[config.mk]
export PLATFORM = sky130hd
export DESIGN_NAME = conv_seq_ctrl_flat
export DESIGN_NICKNAME = d
export VERILOG_FILES = /design/src/rtl/conv_seq_if.sv /design/src/rtl/conv_seq_ctrl.sv /design/src/flat_wrapper.sv
export SDC_FILE = /design/constraint.sdc
export NUM_CORES = 1
export LEC_CHECK = 0
export ABC_CLOCK_PERIOD_IN_PS = 4400
export BUFFER_PORTS_ARGS = -buffer_cell sky130_fd_sc_hd__buf_4
export CELL_PAD_IN_SITES_DETAIL_PLACEMENT = 1
export CELL_PAD_IN_SITES_GLOBAL_PLACEMENT = 1
export CORE_MARGIN = 4
export CORE_UTILIZATION = 43
export DETAILED_ROUTE_END_ITERATION = 12
export HOLD_SLACK_MARGIN = 0.12
export PLACE_DENSITY_LB_ADDON = 0.12
export SLEW_MARGIN = 20
export SYNTH_ARGS = -nofsm -noshare
export SYNTH_HDL_FRONTEND = slang
export SYNTH_SLANG_ARGS = --single-unit
[constraint.sdc]
create_clock -name clk -period 4.4 [get_ports clk]
set_clock_uncertainty 0.2 [all_clocks]
set_input_delay 0 -clock clk [delete_from_list [all_inputs] [get_ports clk]]
set_output_delay 0 -clock clk [all_outputs]
set_load 0.02 [all_outputs]
[src/rtl/conv_seq_if.sv]
// ---------------------------------------------------------------------------
// conv_seq_if
// Bundle of the run/busy handshake, the two memory read ports and the
// datapath strobes exchanged between conv_seq_ctrl and its surroundings.
//   master : the sequencer (drives addresses, latched dims and strobes)
//   slave  : the environment (drives dut_run and both read-data buses)
// ---------------------------------------------------------------------------
interface conv_seq_if #(
  parameter int ADDR_W = 12,
  parameter int DATA_W = 16,
  parameter int DIM_W  = 8
) ();
  logic              dut_run;
  logic              dut_busy;
  logic [ADDR_W-1:0] sram_raddr;
  logic [DATA_W-1:0] sram_rdata;
  logic [ADDR_W-1:0] wmem_raddr;
  logic [DATA_W-1:0] wmem_rdata;
  logic [DIM_W-1:0]  in_nrows;
  logic [DIM_W-1:0]  in_ncols;
  logic [DIM_W-1:0]  k_dim;
  logic              wgt_load;
  logic              row_load;
  logic              col_adv;
  logic              conv_valid;
  logic              out_row_commit;
  logic [ADDR_W-1:0] out_waddr;
  logic              cfg_err;

  modport master (
    input  dut_run, sram_rdata, wmem_rdata,
    output dut_busy, sram_raddr, wmem_raddr, in_nrows, in_ncols, k_dim,
           wgt_load, row_load, col_adv, conv_valid, out_row_commit,
           out_waddr, cfg_err
  );

  modport slave (
    output dut_run, sram_rdata, wmem_rdata,
    input  dut_busy, sram_raddr, wmem_raddr, in_nrows, in_ncols, k_dim,
           wgt_load, row_load, col_adv, conv_valid, out_row_commit,
           out_waddr, cfg_err
  );
endinterface

[src/rtl/conv_seq_ctrl.sv]
// ---------------------------------------------------------------------------
// conv_seq_ctrl
// Multi-image convolution sequencer. Walks the image list in the input SRAM
// until the END_MARK header, reads each header and the KxK kernel (K and one
// weight word from wmem), validates the header, then primes K input rows and
// sweeps the window across every output row, issuing every memory address
// and every datapath strobe itself.
//
// Ports
//   clk         rising-edge clock
//   reset       synchronous, active-high
//   bus         conv_seq_if.master: dut_run/dut_busy handshake, SRAM and wmem
//               read ports (data valid RD_LAT cycles after the address),
//               latched in_nrows/in_ncols/k_dim, strobes wgt_load, row_load,
//               col_adv, conv_valid, out_row_commit, out_waddr, cfg_err
//   perf_cycles / perf_pixels  (only with CONV_SEQ_PERF_EN defined)
//               saturating busy-cycle and output-pixel counters, cleared on
//               run accept
//
// Build option: define CONV_SEQ_PERF_EN to add the performance counters.
// ---------------------------------------------------------------------------
module conv_seq_ctrl #(
  parameter int                ADDR_W   = 12,
  parameter int                DATA_W   = 16,
  parameter int                DIM_W    = 8,
  parameter int                KMAX     = 3,
  parameter int                RD_LAT   = 2,
  parameter logic [DATA_W-1:0] END_MARK = 'h00FF
) (
  input  logic        clk,
  input  logic        reset,
  conv_seq_if.master  bus
`ifdef CONV_SEQ_PERF_EN
  ,
  output logic [31:0] perf_cycles,
  output logic [31:0] perf_pixels
`endif
);

  localparam int LAT_W = $clog2(RD_LAT + 1);

  localparam logic [3:0] S_IDLE    = 4'd0;
  localparam logic [3:0] S_HDR_R   = 4'd1;
  localparam logic [3:0] S_HDR_C   = 4'd2;
  localparam logic [3:0] S_WGT_K   = 4'd3;
  localparam logic [3:0] S_WGT_D   = 4'd4;
  localparam logic [3:0] S_CHECK   = 4'd5;
  localparam logic [3:0] S_PRIME   = 4'd6;
  localparam logic [3:0] S_SWEEP   = 4'd7;
  localparam logic [3:0] S_ROW_END = 4'd8;
  localparam logic [3:0] S_LOAD_W  = 4'd9;
  localparam logic [3:0] S_DONE    = 4'd10;

  logic [3:0]        state;
  logic [ADDR_W-1:0] base_addr;   // header address of the current image
  logic [LAT_W-1:0]  lat_cnt;     // cycles since a header/weight address issue
  logic [DIM_W-1:0]  iss_cnt;     // priming rows issued
  logic [DIM_W-1:0]  ld_cnt;      // input rows loaded for this image
  logic [DIM_W-1:0]  col_cnt;     // sweep position within the output row
  logic [DIM_W-1:0]  orow_cnt;    // output rows committed for this image
  logic [RD_LAT-1:0] row_pipe;    // one bit per row read in flight

  logic              hdr_state;
  logic              capture;
  logic              row_issue;
  logic              illegal;
  logic              last_col;
  logic              last_row;
  logic [ADDR_W-1:0] next_base;

  // NOTE: every combinational output is assigned on every path from
  // registered state only, so no latch can be inferred.
  always_comb begin
    hdr_state = (state == S_HDR_R) || (state == S_HDR_C) ||
                (state == S_WGT_K) || (state == S_WGT_D);
    capture   = hdr_state && (lat_cnt == LAT_W'(RD_LAT));
    illegal   = (bus.k_dim == '0) || (bus.k_dim > DIM_W'(KMAX)) ||
                (bus.in_nrows < bus.k_dim) || (bus.in_ncols < bus.k_dim) ||
                (bus.in_ncols > DIM_W'(DATA_W));
    last_col  = (col_cnt == bus.in_ncols - bus.k_dim);
    last_row  = (orow_cnt == bus.in_nrows - bus.k_dim);
    // Row reads are issued K times back to back while priming, then once
    // per finished output row except after the last one.
    row_issue = ((state == S_PRIME) && (iss_cnt < bus.k_dim)) ||
                ((state == S_ROW_END) && !last_row);
    next_base = base_addr + ADDR_W'(2) + ADDR_W'(bus.in_nrows);
  end

  assign bus.row_load       = row_pipe[RD_LAT-1];
  assign bus.wgt_load       = (state == S_WGT_D) && capture;
  assign bus.conv_valid     = (state == S_SWEEP);
  assign bus.col_adv        = (state == S_SWEEP) && !last_col;
  assign bus.out_row_commit = (state == S_ROW_END);
  assign bus.cfg_err        = (state == S_CHECK) && illegal;

  // NOTE: all state updates use non-blocking assignments so every register
  // sees the pre-edge values of the others, independent of statement order.
  always_ff @(posedge clk) begin
    if (reset) begin
      state          <= S_IDLE;
      base_addr      <= '0;
      lat_cnt        <= '0;
      iss_cnt        <= '0;
      ld_cnt         <= '0;
      col_cnt        <= '0;
      orow_cnt       <= '0;
      row_pipe       <= '0;
      bus.dut_busy   <= 1'b0;
      bus.sram_raddr <= '0;
      bus.wmem_raddr <= '0;
      bus.in_nrows   <= '0;
      bus.in_ncols   <= '0;
      bus.k_dim      <= '0;
      bus.out_waddr  <= '0;
    end else begin
      row_pipe <= (row_pipe << 1) | RD_LAT'(row_issue);
      lat_cnt  <= (hdr_state && !capture) ? lat_cnt + LAT_W'(1) : '0;

      case (state)
        S_IDLE: begin
          if (bus.dut_run) begin
            bus.dut_busy   <= 1'b1;
            base_addr      <= '0;
            bus.out_waddr  <= '0;
            bus.sram_raddr <= '0;
            state          <= S_HDR_R;
          end
        end
        S_HDR_R: begin
          if (capture) begin
            if (bus.sram_rdata == END_MARK) begin
              state <= S_DONE;
            end else begin
              bus.in_nrows   <= bus.sram_rdata[DIM_W-1:0];
              bus.sram_raddr <= base_addr + ADDR_W'(1);
              state          <= S_HDR_C;
            end
          end
        end
        S_HDR_C: begin
          if (capture) begin
            bus.in_ncols   <= bus.sram_rdata[DIM_W-1:0];
            bus.wmem_raddr <= '0;
            state          <= S_WGT_K;
          end
        end
        S_WGT_K: begin
          if (capture) begin
            bus.k_dim      <= bus.wmem_rdata[DIM_W-1:0];
            bus.wmem_raddr <= ADDR_W'(1);
            state          <= S_WGT_D;
          end
        end
        S_WGT_D: begin
          if (capture) state <= S_CHECK;
        end
        S_CHECK: begin
          if (illegal) begin
            base_addr      <= next_base;
            bus.sram_raddr <= next_base;
            state          <= S_HDR_R;
          end else begin
            bus.sram_raddr <= base_addr + ADDR_W'(2);
            iss_cnt        <= '0;
            ld_cnt         <= '0;
            col_cnt        <= '0;
            orow_cnt       <= '0;
            state          <= S_PRIME;
          end
        end
        S_PRIME: begin
          // After the K-th issue the address already points at the next row.
          if (iss_cnt < bus.k_dim) begin
            iss_cnt        <= iss_cnt + DIM_W'(1);
            bus.sram_raddr <= bus.sram_raddr + ADDR_W'(1);
          end
          if (bus.row_load) begin
            ld_cnt <= ld_cnt + DIM_W'(1);
            if (ld_cnt == bus.k_dim - DIM_W'(1)) state <= S_SWEEP;
          end
        end
        S_SWEEP: begin
          if (last_col) begin
            col_cnt <= '0;
            state   <= S_ROW_END;
          end else begin
            col_cnt <= col_cnt + DIM_W'(1);
          end
        end
        S_ROW_END: begin
          bus.out_waddr <= bus.out_waddr + ADDR_W'(1);
          orow_cnt      <= orow_cnt + DIM_W'(1);
          if (last_row) begin
            base_addr      <= next_base;
            bus.sram_raddr <= next_base;
            state          <= S_HDR_R;
          end else begin
            bus.sram_raddr <= bus.sram_raddr + ADDR_W'(1);
            state          <= S_LOAD_W;
          end
        end
        S_LOAD_W: begin
          if (bus.row_load) begin
            ld_cnt <= ld_cnt + DIM_W'(1);
            state  <= S_SWEEP;
          end
        end
        S_DONE: begin
          bus.dut_busy <= 1'b0;
          state        <= S_IDLE;
        end
        default: state <= S_IDLE;
      endcase
    end
  end

`ifdef CONV_SEQ_PERF_EN
  always_ff @(posedge clk) begin
    if (reset) begin
      perf_cycles <= '0;
      perf_pixels <= '0;
    end else if ((state == S_IDLE) && bus.dut_run) begin
      perf_cycles <= '0;
      perf_pixels <= '0;
    end else begin
      if (bus.dut_busy && (perf_cycles != '1)) perf_cycles <= perf_cycles + 32'd1;
      if (bus.conv_valid && (perf_pixels != '1)) perf_pixels <= perf_pixels + 32'd1;
    end
  end
`endif

endmodule

[src/flat_wrapper.sv]
// flat-port wrapper written by rule: the top's interface ports become plain ports
module conv_seq_ctrl_flat 
#(
  parameter int                ADDR_W   = 12,
  parameter int                DATA_W   = 16,
  parameter int                DIM_W    = 8,
  parameter int                KMAX     = 3,
  parameter int                RD_LAT   = 2,
  parameter logic [DATA_W-1:0] END_MARK = 'h00FF
)
  (clk, reset, bus_dut_run, bus_sram_rdata, bus_wmem_rdata, bus_dut_busy, bus_sram_raddr, bus_wmem_raddr, bus_in_nrows, bus_in_ncols, bus_k_dim, bus_wgt_load, bus_row_load, bus_col_adv, bus_conv_valid, bus_out_row_commit, bus_out_waddr, bus_cfg_err);
  conv_seq_if #(.ADDR_W(ADDR_W), .DATA_W(DATA_W), .DIM_W(DIM_W)) bus_i ();
  input  logic clk;
  input  logic reset;
  input wire logic [$bits(bus_i.dut_run)-1:0] bus_dut_run;
  input wire logic [$bits(bus_i.sram_rdata)-1:0] bus_sram_rdata;
  input wire logic [$bits(bus_i.wmem_rdata)-1:0] bus_wmem_rdata;
  output wire logic [$bits(bus_i.dut_busy)-1:0] bus_dut_busy;
  output wire logic [$bits(bus_i.sram_raddr)-1:0] bus_sram_raddr;
  output wire logic [$bits(bus_i.wmem_raddr)-1:0] bus_wmem_raddr;
  output wire logic [$bits(bus_i.in_nrows)-1:0] bus_in_nrows;
  output wire logic [$bits(bus_i.in_ncols)-1:0] bus_in_ncols;
  output wire logic [$bits(bus_i.k_dim)-1:0] bus_k_dim;
  output wire logic [$bits(bus_i.wgt_load)-1:0] bus_wgt_load;
  output wire logic [$bits(bus_i.row_load)-1:0] bus_row_load;
  output wire logic [$bits(bus_i.col_adv)-1:0] bus_col_adv;
  output wire logic [$bits(bus_i.conv_valid)-1:0] bus_conv_valid;
  output wire logic [$bits(bus_i.out_row_commit)-1:0] bus_out_row_commit;
  output wire logic [$bits(bus_i.out_waddr)-1:0] bus_out_waddr;
  output wire logic [$bits(bus_i.cfg_err)-1:0] bus_cfg_err;
  assign bus_i.dut_run = bus_dut_run;
  assign bus_i.sram_rdata = bus_sram_rdata;
  assign bus_i.wmem_rdata = bus_wmem_rdata;
  assign bus_dut_busy = bus_i.dut_busy;
  assign bus_sram_raddr = bus_i.sram_raddr;
  assign bus_wmem_raddr = bus_i.wmem_raddr;
  assign bus_in_nrows = bus_i.in_nrows;
  assign bus_in_ncols = bus_i.in_ncols;
  assign bus_k_dim = bus_i.k_dim;
  assign bus_wgt_load = bus_i.wgt_load;
  assign bus_row_load = bus_i.row_load;
  assign bus_col_adv = bus_i.col_adv;
  assign bus_conv_valid = bus_i.conv_valid;
  assign bus_out_row_commit = bus_i.out_row_commit;
  assign bus_out_waddr = bus_i.out_waddr;
  assign bus_cfg_err = bus_i.cfg_err;
  conv_seq_ctrl #(.ADDR_W(ADDR_W), .DATA_W(DATA_W), .DIM_W(DIM_W), .KMAX(KMAX), .RD_LAT(RD_LAT), .END_MARK(END_MARK)) u_core (.clk(clk), .reset(reset), .bus(bus_i));
endmodule
* After elaboration in Yosys (flattened, before gate mapping) *
Index checks and enable logic that the tools add are counted.

word-level totals
  flip-flop bits (word level) = 113
  input bits = 35
  output and inout port bits = 67
  logic and storage cells = 147

operators by class
  add/subtract/negate cells = 13
  $lt $le $gt $ge = 5
  equality and inequality tests = 30
  mux-type cells = 37
  bitwise gates (word level) = 3
  reduce and logical (&&, ||, !) cells = 44

operators with widths
  operator               count
  $mux 12                10
  $pmux 8 s2             4
  $pmux 12 s5            1
  $pmux 12 s2            2
  $mux 4                 11
  $pmux 4 s10            1
  $add 12x1->12 const B  3
  $pmux 12 s3            1
  $add 8x1->8 const B    4
  $mux 8                 4
  $eq 8x8->1             3
  $lt 8x8->1             3
  $ne 2x1->1 const B     10
  $eq 16x8->1 const B    1
  $eq 4x3->1 const B     4
  $sub 8x8->8            2
  $reduce_bool 2->1      7
  $add 12x2->12 const B  1
  $add 12x8->12          1
  $eq 4x4->1 const B     3
  $reduce_and 2->1       6
  $reduce_and 3->1       4
  $ne 2x2->1 const B     5
  $reduce_and 9->1       1
  22 further kinds       40

* Logic depth before layout (Yosys ltp) *
Gate-level depths: netlist of run 1.

  word-level depth = 9
  mapped depth = 15
  mapped depth without buffers = 12

* Worst setup path before layout of run 1 *
OpenSTA, ideal clock, no wires.

  kind = register to register
  start point = register u_core.bus.k_dim[0]
  end point = register u_core.bus.sram_raddr[2]
  setup time = 79 ps
  data arrival time = 3176 ps
  required time = 4121 ps
  slack = 945 ps
  stages on the path, launching flop included = 15
  path buffers = 3
  period minus slack after synthesis = 3455 ps
  path through = dfxtp_1 ha_1 inv_1 fa_1 a211oi_1 o21bai_1 a2111oi_0 or4_1 clkbuf_1 nor2b_4 or2_1 buf_6 buf_2 nand3_1 o211ai_1

between the ends
  cells in the longest elaborated chain, start to end = 7
  elaborated cells on any way between the ends = 16
  classes of those cells = 1 x add/sub; 4 x order compare; 2 x eq/ne; 3 x mux; 6 x reduce/logical

ends and longest elaborated chain
  what                                                                 RTL line              RTL
  start, declared                                                      conv_seq_if.sv:32     output dut_busy, sram_raddr, wmem_raddr, in_nrows, in_ncols, k_dim,
  start signal, assigned                                               conv_seq_ctrl.sv:149  bus.k_dim <= bus.wmem_rdata[DIM_W-1:0];
  parallel branches: the longest is 7 deep, another holds $sub 8x8->8  -
  end signal, assigned                                                 conv_seq_ctrl.sv:135  bus.sram_raddr <= base_addr + ADDR_W'(1);
  end signal, assigned                                                 conv_seq_ctrl.sv:160  bus.sram_raddr <= next_base;
  end signal, assigned                                                 conv_seq_ctrl.sv:163  bus.sram_raddr <= base_addr + ADDR_W'(2);
  end, declared                                                        conv_seq_if.sv:32

Several ways; the timed one is not identified.
A chain may end at the register's enable or synchronous reset.

* Worst setup path in the final report of run 1 *
  start point = register u_core.bus.in_nrows[0]
  end point = register u_core.base_addr[2]

between the ends
  cells in the longest elaborated chain, start to end = 6
  elaborated cells on any way between the ends = 13
  classes of those cells = 2 x add/sub; 1 x order compare; 3 x eq/ne; 3 x mux; 4 x reduce/logical

ends and longest elaborated chain
  what                                                                 RTL line              RTL
  start, declared                                                      conv_seq_if.sv:32
  start signal, assigned                                               conv_seq_ctrl.sv:134  bus.in_nrows <= bus.sram_rdata[DIM_W-1:0];
  parallel branches: the longest is 6 deep, another holds $sub 8x8->8  -
  end signal, assigned                                                 conv_seq_ctrl.sv:159  base_addr <= next_base;
  end signal, assigned                                                 conv_seq_ctrl.sv:194  base_addr <= next_base;
  end, declared                                                        conv_seq_ctrl.sv:55   logic [ADDR_W-1:0] base_addr;

Several ways; the timed one is not identified. The select of a mux whose other input is x is not followed.

==> impl_metrics.ini, run 1 <==
[synthesis]
syn_area_um2 = 6870
syn_area_per_cell_um2 = 7.91
synthSimpleGateAreaFrac = 0.240
synth_mux_area_frac = 0.0339
ys_ff_latch = 102
synth_area_leaders = dfxtp_1, ha_1, nor2_1
synthAdderAreaFrac = 0.0907
async_flop_share = 0
yosysWarnings = 0
synth_top_family_by_area = simple AND/OR/NAND/NOR gates
synth_edf_count = 0
synth_top_cell_area_share = 0.297
synth_cells = 868
yosysSeqAreaShare = 0.297
synth-xor-area-share = 0.0931
synth_top_area_cell = dfxtp_1
synth_cell_types = 68
synth-compound-area-share = 0.197
yosys_most_used_dff = dfxtp_1

[cells_and_area]
n_antenna_cell = 0
multiInputGateArea_um2 = 4540
regArea_um2 = 2040
reg.largest.list = u_core.base_addr: 12 flops, u_core.bus.out_waddr: 12 flops, u_core.bus.sram_raddr: 12 flops
layout.nets = 1047
final_common_cell = nor2_1
layout_common_cells = nor2_1, dfxtp_1, buf_4, nand2_1, a21oi_1
stdcell_count = 1180
post-route-util = 0.533
syn2layout_area_growth_pct = 19.8
fill_cells = 1910
drive_gt1_frac = 0.115

[power_and_ir_drop]
power.internal_uw = 1630
ir_drop_v = 0.000195
seq_power_share = 0.422
switching_share = 0.307
share_comb_of_total_power = 0.196
p_leak_uw = 0.00344
switchingPower_uw = 721
power_frac_clock = 0.382
power_density_nw_per_um2 = 285

[timing]
hold_ws_ps = 162
worst_pin_slew_ps = 953
hold_viol_final = 0
final_max_slew_viol_count = 0
setup_tns_ps = 0
rsz0062_at_grt = no
fmax_ghz = 0.255
min_period_over_period = 0.890
setup_viol = 0
layout_setup_ws_ps = 483
min_period_ps = 3920
slew_headroom = 0.363

[clocking]
cts_buffers = 9
cts_tree = yes
clk_latency_ps = 360
ctsResizeCount = 0
clk_pin_slew_ps = 80
cts_setup_buffers = 0
clk_path_buf_depth = 2
cts-root-buf = clkbuf_16
clock_sinks = 102
h-tree-depth = 3

[hold_path]
hold_start = bus_sram_rdata[11]
hp-class = in -> reg
hold_path_depth = 6
min_to = u_core.state[3]

[grt]
use_met2 = 0.462
grt_use_total = 0.258
grt_max_degree = 74
busiest_layer = met2
grt_util_met3 = 0.0469
grt_pass1_vias = 7350
use_met1 = 0.309
overflow = 0
antenna_found_initial = 0
grt_pass1_wl_mm = 37.7

[placement]
pre_cts_ws_ps = 540
gp_congestion = 0.896
post-dp-hpwl_mm = 17.0
placed_cells = 1137
port_buffers = 82

[floorplanning]
ios = 102
die_x_um = 134
die_area_um2 = 18100
core_um2 = 15400
start_util = 0.445
rows = 45
die_h_um = 134

[detailed_routing]
via_per_inst = 5.92
routedWlPerCell_um = 19.7
wl_mm = 23.2
drc = 0
firstDrtPassIters = 5
num_vias = 6988
drt_iter0_drc = 336
ant_nets = 0

[critical_path]
rr_startpoint = u_core.bus.in_nrows[0]
crit_fanout = 12
r2r_slack_ps = 480
endpoint_kind = flip-flop
rr_worst_depth = 14
arrival_ps = 3930
r2r_end = u_core.base_addr[2]
crit_type = reg -> reg
cp-start-kind = flip-flop
crit_required_ps = 4410

[job]
cap_viol_max_count = 0

[run_status]
status = finished clean
-- final cells by class --
cell class / count / share of cell area
clock inverter: 5 / 0.0100
tap: 211 / 0.0321
timing repair buffer: 117 / 0.115
clock buffer: 11 / 0.0295
inverter: 29 / 0.0132
sequential: 102 / 0.248
multi-input combinational: 705 / 0.552
-- worst max-delay path: stages, from the launching register on --
cell	delay (ps)
dfxtp_1	380
inv_1	80
ha_1	160
inv_1	50
fa_1	390
a211oi_1	480
nor3_1	140
nor4b_1	340
o311ai_1	210
o21ai_1	500
buf_4	240
nand4_1	100
buf_4	210
a22oi_1	210
nor2_1	70
-- what timing repair did --
action	CTS	global route
hold buffers	27	0
endpoints found under the hold margin	59	0
setup endpoints to repair	0	0
-- cells in the mapped netlist, types with 21 or more instances --
cell type / count
a21oi_1: 57
and3_1: 23
clkbuf_1: 25
dfxtp_1: 102
ha_1: 45
inv_1: 28
mux2i_1: 21
nand2_1: 74
nand3_1: 51
nor2_1: 105
o21ai_0: 27
xnor2_1: 38
xor2_1: 35
-- worst max-delay path by stage --
| stage | endpoint | slack [ps] | start |
|---|---|---|---|
| final | u_core.base_addr[2] | 480 | u_core.bus.in_nrows[0] |
| after global routing | u_core.bus.sram_raddr[10] | 160 | u_core.bus.k_dim[1] |
| after CTS | u_core.bus.sram_raddr[10] | 520 | u_core.bus.k_dim[1] |
| after detailed placement | u_core.bus.sram_raddr[10] | 540 | u_core.bus.k_dim[1] |
| after global placement | u_core.bus.sram_raddr[10] | 680 | u_core.bus.k_dim[1] |
| after floorplan | u_core.bus.sram_raddr[2] | 950 | u_core.bus.k_dim[0] |
-- power groups by stage --
stage	logic, uW	clock network [uW]	registers [uW]
after floorplan	294	0	999
after global placement	424	0	1010
after detailed placement	441	0	1010
after CTS	458	914	990
after global routing	504	948	997
final	461	897	991
-- layer usage --
metal / wire length, um / share of wire / up-vias
met4: 557 / 0.024 / 0
met5: 0 / 0 / -
met2: 11700 / 0.51 / 164
met1: 9940 / 0.43 / 3478
met3: 967 / 0.042 / 45
li1: - / - / 3301
-- logic make-up (layout without fill, tap and decap cells) --
kind of cell	count (synthesis)	count (layout)
fa+ha+maj	48	48
simple gates	341	341
xor+xnor	73	73
other cells	1	11
buf+inv	71	162
compound gates	209	209
mux	23	23
flops	102	102
-- stage by stage --
step	total power, uW	instance area (um2)
finish	2350	8230
global route	2450	8230
CTS	2360	8230
detailed placement	1450	7630
global placement	1430	7630
floorplan	1290	6900
No activity file was read; power rests on OpenSTA's default activity.
==> run 2, diff against run 1 <==
--- a/config.mk
+++ b/config.mk
@@ -5,12 +5,12 @@
 export SDC_FILE = /design/constraint.sdc
 export NUM_CORES = 1
 export LEC_CHECK = 0
-export ABC_CLOCK_PERIOD_IN_PS = 4400
+export ABC_CLOCK_PERIOD_IN_PS = 3580
 export BUFFER_PORTS_ARGS = -buffer_cell sky130_fd_sc_hd__buf_4
 export CELL_PAD_IN_SITES_DETAIL_PLACEMENT = 1
 export CELL_PAD_IN_SITES_GLOBAL_PLACEMENT = 1
 export CORE_MARGIN = 4
-export CORE_UTILIZATION = 43
+export CORE_UTILIZATION = 39
 export DETAILED_ROUTE_END_ITERATION = 12
 export HOLD_SLACK_MARGIN = 0.12
 export PLACE_DENSITY_LB_ADDON = 0.12
==> constraint.sdc (replaced) <==
create_clock -name clk -period 3.58 [get_ports clk]
set_clock_uncertainty 0.2 [all_clocks]
set_input_delay 0 -clock clk [delete_from_list [all_inputs] [get_ports clk]]
set_output_delay 0 -clock clk [all_outputs]
set_load 0.02 [all_outputs]
==> impl_metrics.ini, run 2 (same netlist as run 1, synthesis figures left out) <==
[run_status]
status = finished clean

[critical_path]
r2r_end = u_core.state[0]
crit_fanout = 9
r2r_slack_ps = 200
cp_common_cell = buf_4
rr_worst_depth = 11
slowest_delay_ps = 600
crit_cells = 11
cpLargestDelayFamily = compound AO/OA/AOI/OAI gates
crit_slowest_cell = o41a_2
cp-start-kind = flip-flop
arrival_ps = 3230
cp.buffers_inverters = 4
crit_type = reg -> out
crit_start = u_core.bus.k_dim[1]
rr_startpoint = u_core.bus.k_dim[1]
crit_end = bus_col_adv
crit_required_ps = 3380
endpoint_kind = primary output
path_cells = inv_1 -> buf_4 -> ha_1 -> nor2b_1 -> o31ai_2 -> nor4b_1 -> a211oi_1 -> o31a_1 -> o41a_2 -> buf_4 -> buf_4

[clocking]
clk_latency_ps = 360
clk_pin_slew_ps = 70
clk_path_buf_depth = 2
cts_tree = yes
cts_setup_buffers = 0
cts-root-buf = clkbuf_16
cts_buffers = 9
clock_sinks = 102
h-tree-depth = 3

[grt]
antenna_found_initial = 0
overflow = 0
grt_pass1_vias = 7330
grt_pass1_wl_mm = 39.0
grt_max_degree = 74
grt_use_total = 0.242

[timing]
fmax_ghz = 0.292
min_period_ps = 3430
rsz0062_at_grt = no
layout_setup_ws_ps = 152
final_max_slew_viol_count = 0
setup_tns_ps = 0
worst_pin_slew_ps = 853
slew_headroom = 0.432
setup_viol = 0
min_period_over_period = 0.957
hold_viol_final = 0

[detailed_routing]
ant_nets = 0
drt_iter0_drc = 273
via_per_inst = 5.66
num_vias = 6937
routedWlPerCell_um = 19.5
drc = 0
wl_mm = 23.9
firstDrtPassIters = 5

[placement]
post-dp-hpwl_mm = 18.2
port_buffers = 82
gp_congestion = 0.878
pre_cts_ws_ps = 159

[job]
cap_viol_max_count = 0

[cells_and_area]
reg.largest.list = u_core.base_addr: 12 flops, u_core.bus.out_waddr: 12 flops, u_core.bus.sram_raddr: 12 flops
syn2layout_area_growth_pct = 24.0
final_common_cell = buf_4
n_antenna_cell = 0
drive_gt1_frac = 0.149
layout_common_cells = buf_4, nor2_1, dfxtp_1, nand2_1, a21oi_1
layout.nets = 1079

[floorplanning]
die_h_um = 141
rows = 48
die_x_um = 141
die_area_um2 = 19800
core_um2 = 17300
ios = 102
start_util = 0.397

[power_and_ir_drop]
power_density_nw_per_um2 = 335
ir_drop_v = 0.000315
p_leak_uw = 0.00365

[hold_path]
hp-class = in -> reg
## run 2: cell count changes in the layout (fill, tap and decap cells not counted), sizes merged
cell	change
clkinvlp	-2
clkinv	+2
dlygate4sd3	+2
bufinv	-1
buf	+30
clkbuf	-1
inv	+2
## run 2: timing repair
item / 4_1_cts / 5_1_grt
resized for setup: 0 / 7
endpoints found under the hold margin: 58 / 0
hold buffers: 29 / 0
endpoints found under the setup margin: 0 / 18
## run 2: area by class of cell
cell class,count,area (um2)
fill,2099,8780
clock inverter,6,68.8
inverter,29,109
tap,225,282
timing repair buffer,149,1200
sequential,102,2040
multi-input combinational,705,4570
clock buffer,10,239
## run 2: through the flow
stage / util / area [um2] / hold WS, ps / instances / total power, uW
6_report: 0.492 / 8510 / 142 / 1226 / 2850
5_1_grt: 0.492 / 8510 / 178 / 1226 / 2980
4_1_cts: 0.491 / 8480 / 132 / 1226 / 2870
3_5_place_dp: 0.456 / 7890 / 44.8 / 1181 / 1800
3_3_place_gp: 0.456 / 7890 / 36.5 / 1181 / 1780
2_1_floorplan: - / 6900 / -64.0 / 878 / 1590
## run 2: metal layers
layer / track usage / wire length (um) / part of all wire
met1: 0.309 / 10900 / 0.46
met3: 0.0305 / 718 / 0.030
met5: 0 / 0 / 0
met4: 0.0867 / 685 / 0.029
met2: 0.421 / 11600 / 0.49
## run 2: worst reg2reg max path, stage by stage, from the launching register on
cell and delay [ps]:
dfxtp_1 370, inv_1 140, buf_4 190, ha_1 280, nor2b_1 160, o31ai_2 260
nor4b_1 300, a211oi_1 90, o31a_1 130, o41a_2 600, or3_1 450, o22ai_1 140
## run 2: worst min path at each step
stage                        from                endpoint  cells past startpoint
3_3_place_gp    bus_wmem_rdata[6]     u_core.bus.k_dim[6]                      3
2_1_floorplan   bus_sram_rdata[6]  u_core.bus.in_ncols[6]                      2
3_5_place_dp    bus_wmem_rdata[6]     u_core.bus.k_dim[6]                      3
4_1_cts        bus_sram_rdata[14]         u_core.state[3]                      6
5_1_grt        bus_sram_rdata[15]         u_core.state[3]                      6
6_report       bus_sram_rdata[14]         u_core.state[3]                      6
## run 2: report_power, final
group	total [uW]	switching, uW	internal [uW]
clock	1060	490	568
sequential	1210	47.5	1160
combinational	580	365	215
total	2850	903	1950
==> run 3, diff against run 2 <==
--- a/config.mk
+++ b/config.mk
@@ -5,16 +5,16 @@
 export SDC_FILE = /design/constraint.sdc
 export NUM_CORES = 1
 export LEC_CHECK = 0
-export ABC_CLOCK_PERIOD_IN_PS = 3580
+export ABC_CLOCK_PERIOD_IN_PS = 4200
 export BUFFER_PORTS_ARGS = -buffer_cell sky130_fd_sc_hd__buf_4
 export CELL_PAD_IN_SITES_DETAIL_PLACEMENT = 1
 export CELL_PAD_IN_SITES_GLOBAL_PLACEMENT = 1
 export CORE_MARGIN = 4
-export CORE_UTILIZATION = 39
+export CORE_UTILIZATION = 46
 export DETAILED_ROUTE_END_ITERATION = 12
 export HOLD_SLACK_MARGIN = 0.12
-export PLACE_DENSITY_LB_ADDON = 0.12
-export SLEW_MARGIN = 20
+export PLACE_DENSITY_LB_ADDON = 0.1
+export SLEW_MARGIN = 0
 export SYNTH_ARGS = -nofsm -noshare
 export SYNTH_HDL_FRONTEND = slang
 export SYNTH_SLANG_ARGS = --single-unit
==> constraint.sdc (replaced) <==
create_clock -name clk -period 4.2 [get_ports clk]
set_clock_uncertainty 0.2 [all_clocks]
set_input_delay 0 -clock clk [delete_from_list [all_inputs] [get_ports clk]]
set_output_delay 0 -clock clk [all_outputs]
set_load 0.02 [all_outputs]
==> impl_metrics.ini, run 3 (same netlist as run 1, synthesis figures left out) <==
[floorplanning]
die_h_um = 130
core_um2 = 14600
start_util = 0.471
ios = 102
die_area_um2 = 16900
rows = 44
die_x_um = 130

[grt]
antenna_found_initial = 0
grt_max_degree = 74
overflow = 0
grt_pass1_vias = 7220
grt_use_total = 0.275
grt_pass1_wl_mm = 36.9

[cells_and_area]
reg.largest.list = u_core.base_addr: 12 flops, u_core.bus.out_waddr: 12 flops, u_core.bus.sram_raddr: 12 flops
layout.nets = 1054
final_common_cell = nor2_1
n_antenna_cell = 0
layout_common_cells = nor2_1, dfxtp_1, buf_4, nand2_1, a21oi_1
drive_gt1_frac = 0.117
syn2layout_area_growth_pct = 20.8

[timing]
hold_viol_final = 0
layout_setup_ws_ps = 457
fmax_ghz = 0.267
setup_tns_ps = 0
final_max_slew_viol_count = 0
slew_headroom = 0.399
min_period_ps = 3740
worst_pin_slew_ps = 898
min_period_over_period = 0.891
setup_viol = 0
rsz0062_at_grt = no

[clocking]
cts_tree = yes
cts_setup_buffers = 0
cts-root-buf = clkbuf_16
clock_sinks = 102
clk_pin_slew_ps = 70
h-tree-depth = 3
cts_buffers = 9
clk_path_buf_depth = 2
clk_latency_ps = 360

[power_and_ir_drop]
p_leak_uw = 0.00351
power_density_nw_per_um2 = 303
ir_drop_v = 0.000188

[critical_path]
crit_fanout = 10
rr_worst_depth = 11
endpoint_kind = flip-flop
r2r_slack_ps = 460
rr_startpoint = u_core.bus.k_dim[2]
r2r_end = u_core.bus.sram_raddr[10]
crit_type = reg -> reg
crit_required_ps = 4230
cp-start-kind = flip-flop
arrival_ps = 3770

[placement]
gp_congestion = 0.870
pre_cts_ws_ps = 477
port_buffers = 82
post-dp-hpwl_mm = 16.6

[detailed_routing]
num_vias = 6940
drc = 0
wl_mm = 23.1
firstDrtPassIters = 5
ant_nets = 0
routedWlPerCell_um = 19.9
drt_iter0_drc = 403
via_per_inst = 5.98

[hold_path]
hold_path_depth = 1
hp-class = reg -> reg
hold_start = u_core.lat_cnt[0]
min_to = u_core.lat_cnt[0]

[run_status]
status = finished clean

[job]
cap_viol_max_count = 0
## run 3: what timing repair did
action	CTS	global route
endpoints found under the hold margin	60	0
gates resized for setup	0	0
hold buffers	32	0
## run 3: routing by layer
metal,share of wire,track usage
met2,0.51,0.488
met5,0,0
met3,0.048,0.0544
met4,0.029,0.0996
met1,0.42,0.329
## run 3: stage by stage
| stage | util | hold WS, ps | instance area (um2) | total power (uW) | cells |
|---|---|---|---|---|---|
| floorplan | - | -64.0 | 6900 | 1350 | 878 |
| finish | 0.568 | 225 | 8290 | 2510 | 1160 |
| global route | 0.568 | 231 | 8290 | 2620 | 1160 |
| CTS | 0.568 | 224 | 8290 | 2520 | 1160 |
| detailed placement | 0.523 | 43.1 | 7620 | 1510 | 1112 |
| global placement | 0.523 | 36.2 | 7620 | 1490 | 1112 |
## run 3: worst max path at each step
stage / from / to / slack, ps / cells after the start
floorplan: u_core.bus.k_dim[0] / u_core.bus.sram_raddr[2] / 750 / 14
global placement: u_core.bus.in_nrows[0] / u_core.bus.sram_raddr[10] / 550 / 13
detailed placement: u_core.bus.in_nrows[0] / u_core.bus.sram_raddr[10] / 480 / 13
CTS: u_core.bus.in_nrows[0] / u_core.bus.sram_raddr[10] / 460 / 13
global route: u_core.bus.k_dim[2] / u_core.bus.sram_raddr[3] / 120 / 11
finish: u_core.bus.k_dim[2] / u_core.bus.sram_raddr[10] / 460 / 11
## run 3: area by class of cell
cell class                      instances  area, um2
Fill cell                            1762       6300
Tap cell                              184        230
Clock inverter                          6        109
Sequential cell                       102       2040
Clock buffer                           10        239
Inverter                               29        109
Timing Repair Buffer                  124       1020
Multi-Input combinational cell        705       4540
## run 3: report_power, final
| part | switching (uW) | internal, uW |
|---|---|---|
| registers | 45.8 | 992 |
| clock network | 400 | 599 |
| logic | 301 | 175 |
## run 3: critical path, cell delays in order, from the launching register on
cell and delay, ps:
dfxtp_1 450, inv_1 190, ha_1 390, a211oi_1 150
o21bai_1 210, a2111oi_0 120, or4_1 590, nor2b_4 180
or2_1 370, buf_4 240, a221oi_1 380, o211ai_1 130
